File: config.mk
export PLATFORM = sky130hd
export DESIGN_NAME = tcam_search_engine
export DESIGN_NICKNAME = d
export VERILOG_FILES = /design/src/rtl/tcam_search_engine.sv
export SDC_FILE = /design/constraint.sdc
export NUM_CORES = 2
export LEC_CHECK = 0
export BUFFER_PORTS_ARGS = -buffer_cell sky130_fd_sc_hd__buf_2
export CAP_MARGIN = 20
export CORE_MARGIN = 8
export CORE_UTILIZATION = 25
export DETAILED_ROUTE_END_ITERATION = 10
export GPL_TIMING_DRIVEN = 0
export PLACE_DENSITY = 0.4
export SLEW_MARGIN = 15
export SYNTH_ARGS = -nofsm -noshare
export SYNTH_HDL_FRONTEND = slang
export SYNTH_SLANG_ARGS = --single-unit
File: constraint.sdc
create_clock -name clk -period 8.95 [get_ports clk]
set_input_delay 1.3425 -clock clk [delete_from_list [all_inputs] [get_ports clk]]
set_output_delay 1.3425 -clock clk [all_outputs]
set_load 0.03 [all_outputs]
File: src/rtl/tcam_search_engine.sv
// Ternary CAM search engine: 2**CAM_AW entries with per-entry data, care
// mask and valid bit. Searches compare against every entry in parallel under
// a per-search global mask. Results (lowest matching index, hit, multi-hit,
// hit count) leave through a two-stage pipeline with valid/ready backpressure.
module tcam_search_engine #(
  parameter int CAM_DW = 32,
  parameter int CAM_AW = 4
) (
  input  logic              clk,
  input  logic              rst_n,
  input  logic              wr_en,
  input  logic              wr_install,
  input  logic [CAM_AW-1:0] wr_addr,
  input  logic [CAM_DW-1:0] wr_data,
  input  logic [CAM_DW-1:0] wr_mask,
  input  logic              flush,
  input  logic              srch_valid,
  output logic              srch_ready,
  input  logic [CAM_DW-1:0] srch_key,
  input  logic [CAM_DW-1:0] srch_gmask,
  output logic              rslt_valid,
  input  logic              rslt_ready,
  output logic              rslt_hit,
  output logic [CAM_AW-1:0] rslt_addr,
  output logic              rslt_multi,
  output logic [CAM_AW:0]   rslt_count,
  output logic [CAM_AW:0]   entry_count
);

  localparam int unsigned DEPTH = 1 << CAM_AW;
  localparam logic [CAM_AW:0] CNT_ONE = {{CAM_AW{1'b0}}, 1'b1};

  logic [CAM_DW-1:0] tbl_data [DEPTH];
  logic [CAM_DW-1:0] tbl_mask [DEPTH];
  logic [DEPTH-1:0]  tbl_valid;
  logic [CAM_AW:0]   cnt_q;

  logic              stall;
  logic              accept;
  logic [DEPTH-1:0]  match_vec;

  logic              s1_full;
  logic [DEPTH-1:0]  s1_vec;

  logic              enc_hit;
  logic              enc_found;
  logic [CAM_AW-1:0] enc_addr;
  logic [CAM_AW:0]   enc_count;

  // Table updates take the whole cycle, so searches are refused alongside
  // them; a full S1 behind a stalled S2 also refuses new work.
  assign stall       = rslt_valid & ~rslt_ready;
  assign srch_ready  = rst_n & ~wr_en & ~flush & ~(stall & s1_full);
  assign accept      = srch_valid & srch_ready;
  assign entry_count = cnt_q;

  // Parallel ternary compare of the key against every entry.
  always_comb begin
    match_vec = '0;
    for (int unsigned i = 0; i < DEPTH; i++) begin
      match_vec[i] = tbl_valid[i] &
                     (((srch_key ^ tbl_data[i]) & tbl_mask[i] & srch_gmask) == '0);
    end
  end

  // Lowest-index priority encode and popcount of the captured match vector.
  always_comb begin
    enc_hit   = |s1_vec;
    enc_found = 1'b0;
    enc_addr  = '0;
    enc_count = '0;
    for (int unsigned i = 0; i < DEPTH; i++) begin
      if (s1_vec[i] && !enc_found) begin
        enc_addr  = CAM_AW'(i);
        enc_found = 1'b1;
      end
      enc_count = enc_count + {{CAM_AW{1'b0}}, s1_vec[i]};
    end
  end

  // Table storage and occupancy count; flush overrides a coincident write.
  always_ff @(posedge clk or negedge rst_n) begin
    if (!rst_n) begin
      for (int unsigned i = 0; i < DEPTH; i++) begin
        tbl_data[i] <= '0;
        tbl_mask[i] <= '0;
      end
      tbl_valid <= '0;
      cnt_q     <= '0;
    end else if (flush) begin
      tbl_valid <= '0;
      cnt_q     <= '0;
    end else if (wr_en) begin
      if (wr_install) begin
        tbl_data[wr_addr]  <= wr_data;
        tbl_mask[wr_addr]  <= wr_mask;
        tbl_valid[wr_addr] <= 1'b1;
        if (!tbl_valid[wr_addr]) begin
          cnt_q <= cnt_q + CNT_ONE;
        end
      end else if (tbl_valid[wr_addr]) begin
        tbl_valid[wr_addr] <= 1'b0;
        cnt_q              <= cnt_q - CNT_ONE;
      end
    end
  end

  // Two-stage result pipeline; S1 may still refill while S2 is stalled as
  // long as S1 itself is empty.
  always_ff @(posedge clk or negedge rst_n) begin
    if (!rst_n) begin
      s1_full    <= 1'b0;
      s1_vec     <= '0;
      rslt_valid <= 1'b0;
      rslt_hit   <= 1'b0;
      rslt_addr  <= '0;
      rslt_multi <= 1'b0;
      rslt_count <= '0;
    end else begin
      if (!stall) begin
        rslt_valid <= s1_full;
        if (s1_full) begin
          rslt_hit   <= enc_hit;
          rslt_addr  <= enc_addr;
          rslt_multi <= (enc_count > CNT_ONE);
          rslt_count <= enc_count;
        end
      end
      if (!stall || !s1_full) begin
        s1_full <= accept;
        if (accept) begin
          s1_vec <= match_vec;
        end
      end
    end
  end

endmodule

==> impl_summary.md <==
Yosys
After synthesis, the netlist uses 54 different library cells. Yosys printed 0 warnings. The most frequently used flop master after synthesis is dfrtp_1. The number of standard cells after synthesis is 3878. For this run, asynchronously set or reset flops after synthesis account for 100%.

The synthesized netlist occupies a cell area of between 0.04 and 0.05 sq mm. The average cell area after synthesis is 12.8 sq um. The synthesized design contains 0 enable-type register cells. Counting every net in the synthesized netlist gives 4038.

For this run, the register share of the synthesized area comes to 54.1%. The synthesis-stage register bit count is roughly 1100.

Clock network
The post-CTS setup repair buffer count is 0. After clock tree synthesis, the repair step resized 0 gates. TritonCTS built the clock tree. The total clock sinks is roughly 1100. The clock-pin transition on the worst setup and hold timing paths is about 0.05 ns. The worst-case clock buffer depth is 3. At the later pin of the worst-skew pair, clock insertion delay measures just under 0.8 ns. The tree is rooted in a clkbuf_16. After clock tree synthesis, the flow added hold-fix buffers numbering 0.

The maximum level of the CTS H-tree is 4. The number of buffers inserted during clock tree synthesis is 137.

GRT
The largest net degree at the start of global routing is 131. The initial antenna violation count came to 52. The via count of the first global-routing pass is about 34000. The global routing usage summed across all routing layers is around a fifth. The remaining global-route overflow is 0. The first global-routing pass estimated slightly above 300 mm of wire.

Critical path
The arrival time reported for the critical path endpoint is 4.09 ns. The element type at the critical path end is an output pin. The signal on the critical path passes through buf_12 -> buf_16 -> buf_16 -> nor4b_2 -> buf_2 -> buf_2. The setup check on the worst reg-to-reg path leaves a slack of 4.89 ns. The endpoint identified for the worst register-to-register timing path is rslt_multi. The highest cell delay on the worst timing path is roughly 0.54 ns. The logic depth of the worst register-to-register path is 14. The startpoint identified for the worst register-to-register timing path is s1_vec[11]. The data required time at the worst endpoint is roughly 7.6 ns. The sort of element at the start of the critical path is an input port. Of all nets on the critical path, the largest fanout is 130. The slowest stage of the critical path is the buf_16 cell. The critical setup path kind is in -> out.

Final layout
The post-route netlist has between 30% and 40% of its cells at a drive strength greater than 1. The final non-filler cell area is just under 0.06 sq mm. The area growth from synthesis to layout is 17.7%. In the layout the commonest cells are 1074 x dfrtp_1, 949 x mux2_2, 501 x nand3_1. The most frequent standard cell in the layout excluding fill and tap cells is dfrtp_1. The final core area utilization is 29.6%. At the end of the flow, the number of nets in the layout was approximately 4300. The count of non-filler cells in the finished layout is about 7000.

Die
The placeable core region is 0.197 sq mm. The die covers roughly 0.21 sq mm. In this run the vertical extent of the chip is 462 um. The effective utilization at floorplan is around 25%. The number of primary I/O pins is 157.

The initialized floorplan defines between 150 and 200 standard-cell rows. From left edge to right edge, the die measures between 400 and 500 um.

Detailed routing
The detailed router finished its first iteration with roughly 2700 violations. The detailed-router iteration count before antenna repair is 5. The routed layout has about 33000 vias. After detailed routing, the average wire length per cell comes to 32.4 um. After detailed routing, the number of remaining DRC violations is 0. The routed via count divided by cell count is 4.85. The final layout contains routed wiring with a total length of approximately 220 mm. The remaining antenna violation count after routing is 0.

STA
The aggregate negative setup slack is 0 ns. The slew at the pin with the worst max-slew slack is between 1 and 1.5 ns. The headroom to the max-slew limit is around 22%. The final clock period utilization by the worst path is between 60% and 70%. For the final database, setup skew stands at approximately 0.024 ns. Setup repair after global routing left no endpoint under its margin.

Setup violations remaining at the end of the flow were counted as 0. Subtracting the final worst setup slack from the clock period gives roughly 5.4 ns. The count of endpoints failing hold in the final timing report came to 0. The number of max-slew violations in the final report is 0.

The highest clock rate is ~180 MHz.

Placement
Once placement finished, the instance area stood at 0.0538 sq mm. The number of cells after detailed placement is 6632. The congestion estimate from routability-driven global placement came to a little over 0.9. Detailed placement finished with a half-perimeter wire length of 166 mm. Buffers placed on the I/O ports in this run total 95.

Run status
The flow ran to the end, and the final reports show no timing, DRC or antenna violations.

Power
The static leakage is 27.5 nW. The power density over the cells is 230 mW/mm^2. The peak supply drop is about 0.00016 V. The total power draw is 13.4 mW.

Hold path
The startpoint identified for the worst hold timing path is rslt_count[0]. For hold timing, the worst endpoint is rslt_count[0]. The worst hold path passes through 2 cells. The type of the tightest min-delay check is reg -> reg.

Run
The count of max-cap constraint violations is 0.
synth_stat cells (all sizes together), types with 4 or more instances:
master	count	area, sq um
dfrtp	1074	26900
mux2	1025	11500
nand3	501	2510
xor2	496	4340
clkbuf	183	687
buf	119	574
nand4	111	694
nor2	53	214
nand2	47	176
inv	33	124
o21ai	32	160
xnor2	22	193
nor3	21	138
a21oi	20	100
nor4	15	93.8
a31oi	12	75.1
a41o	12	120
fa	11	220
ha	10	125
and2	9	56.3
or3	9	56.3
nand2b	8	50.1
and3	7	43.8
mux2i	7	70.1
mux4	5	113
nor2b	5	31.3
o22ai	5	31.3
or4	4	30.0
cell families after synthesis:
group           Yosys count  synth area share (%)
fa+ha+maj                21                 0.696
buf+inv                 335                  2.79
simple gates            794                  8.31
flops                  1074                  54.1
mux                    1037                  23.6
xor+xnor                518                  9.14
compound gates           99                  1.30
worst max-delay path by stage:
stage,from,endpoint,slack [ns],depth (start not counted)
2_1_floorplan,flush,srch_ready,4.91,2
3_5_place_dp,rst_n,srch_ready,3.39,6
6_report,rst_n,srch_ready,3.51,6
5_1_grt,rst_n,srch_ready,3.16,6
3_3_place_gp,rst_n,tbl_data[460],-19.77,1
4_1_cts,rst_n,srch_ready,3.37,6
state kept, by name, summed over array words and instances (netlist names):
| signal | cells |
|---|---|
| rslt_multi | 1 |
| entry_count | 5 |
| tbl_valid | 16 |
| rslt_hit | 1 |
| tbl_mask | 512 |
| rslt_valid | 1 |
| tbl_data | 512 |
| s1_vec | 16 |
| s1_full | 1 |
| rslt_count | 5 |
| rslt_addr | 4 |
stage by stage:
stage / hold WS [ns] / setup WS [ns]
global placement: 0.464 / -19.77
CTS: 0.484 / 3.37
floorplan: 0.458 / 4.91
finish: 0.478 / 3.51
global route: 0.501 / 3.16
detailed placement: 0.467 / 3.39
where the power goes:
group | internal (mW) | total (mW) | switching [mW]
registers | 5.50 | 5.87 | 0.374
logic | 0.785 | 1.89 | 1.10
clock network | 3.35 | 5.68 | 2.34
total | 9.63 | 13.4 | 3.82
layout make-up:
type	count	area [sq um]
Clock buffer	203	4000
Tap cell	2640	3300
Buffer	302	1270
Sequential cell	1074	26900
Multi-Input combinational cell	2469	21400
Inverter	33	124
Antenna cell	12	30.0
Clock inverter	45	564
Fill cell	20400	139000
Timing Repair Buffer	115	863
worst max-delay path: cells and delay by family:
| kind | cells | cell delay (ns) |
|---|---|---|
| buffers and inverters | 5 | 1.86 |
| and+or+nand+nor | 1 | 0.50 |
routing by layer:
layer / track usage (%) / share of wire [%]
met1: 28.2 / 45
met2: 32.4 / 45
met3: 4.23 / 6.0
met4: 7.47 / 4.0
met5: 0 / 0.074
Note: power is estimated with default switching activity, not from simulation.
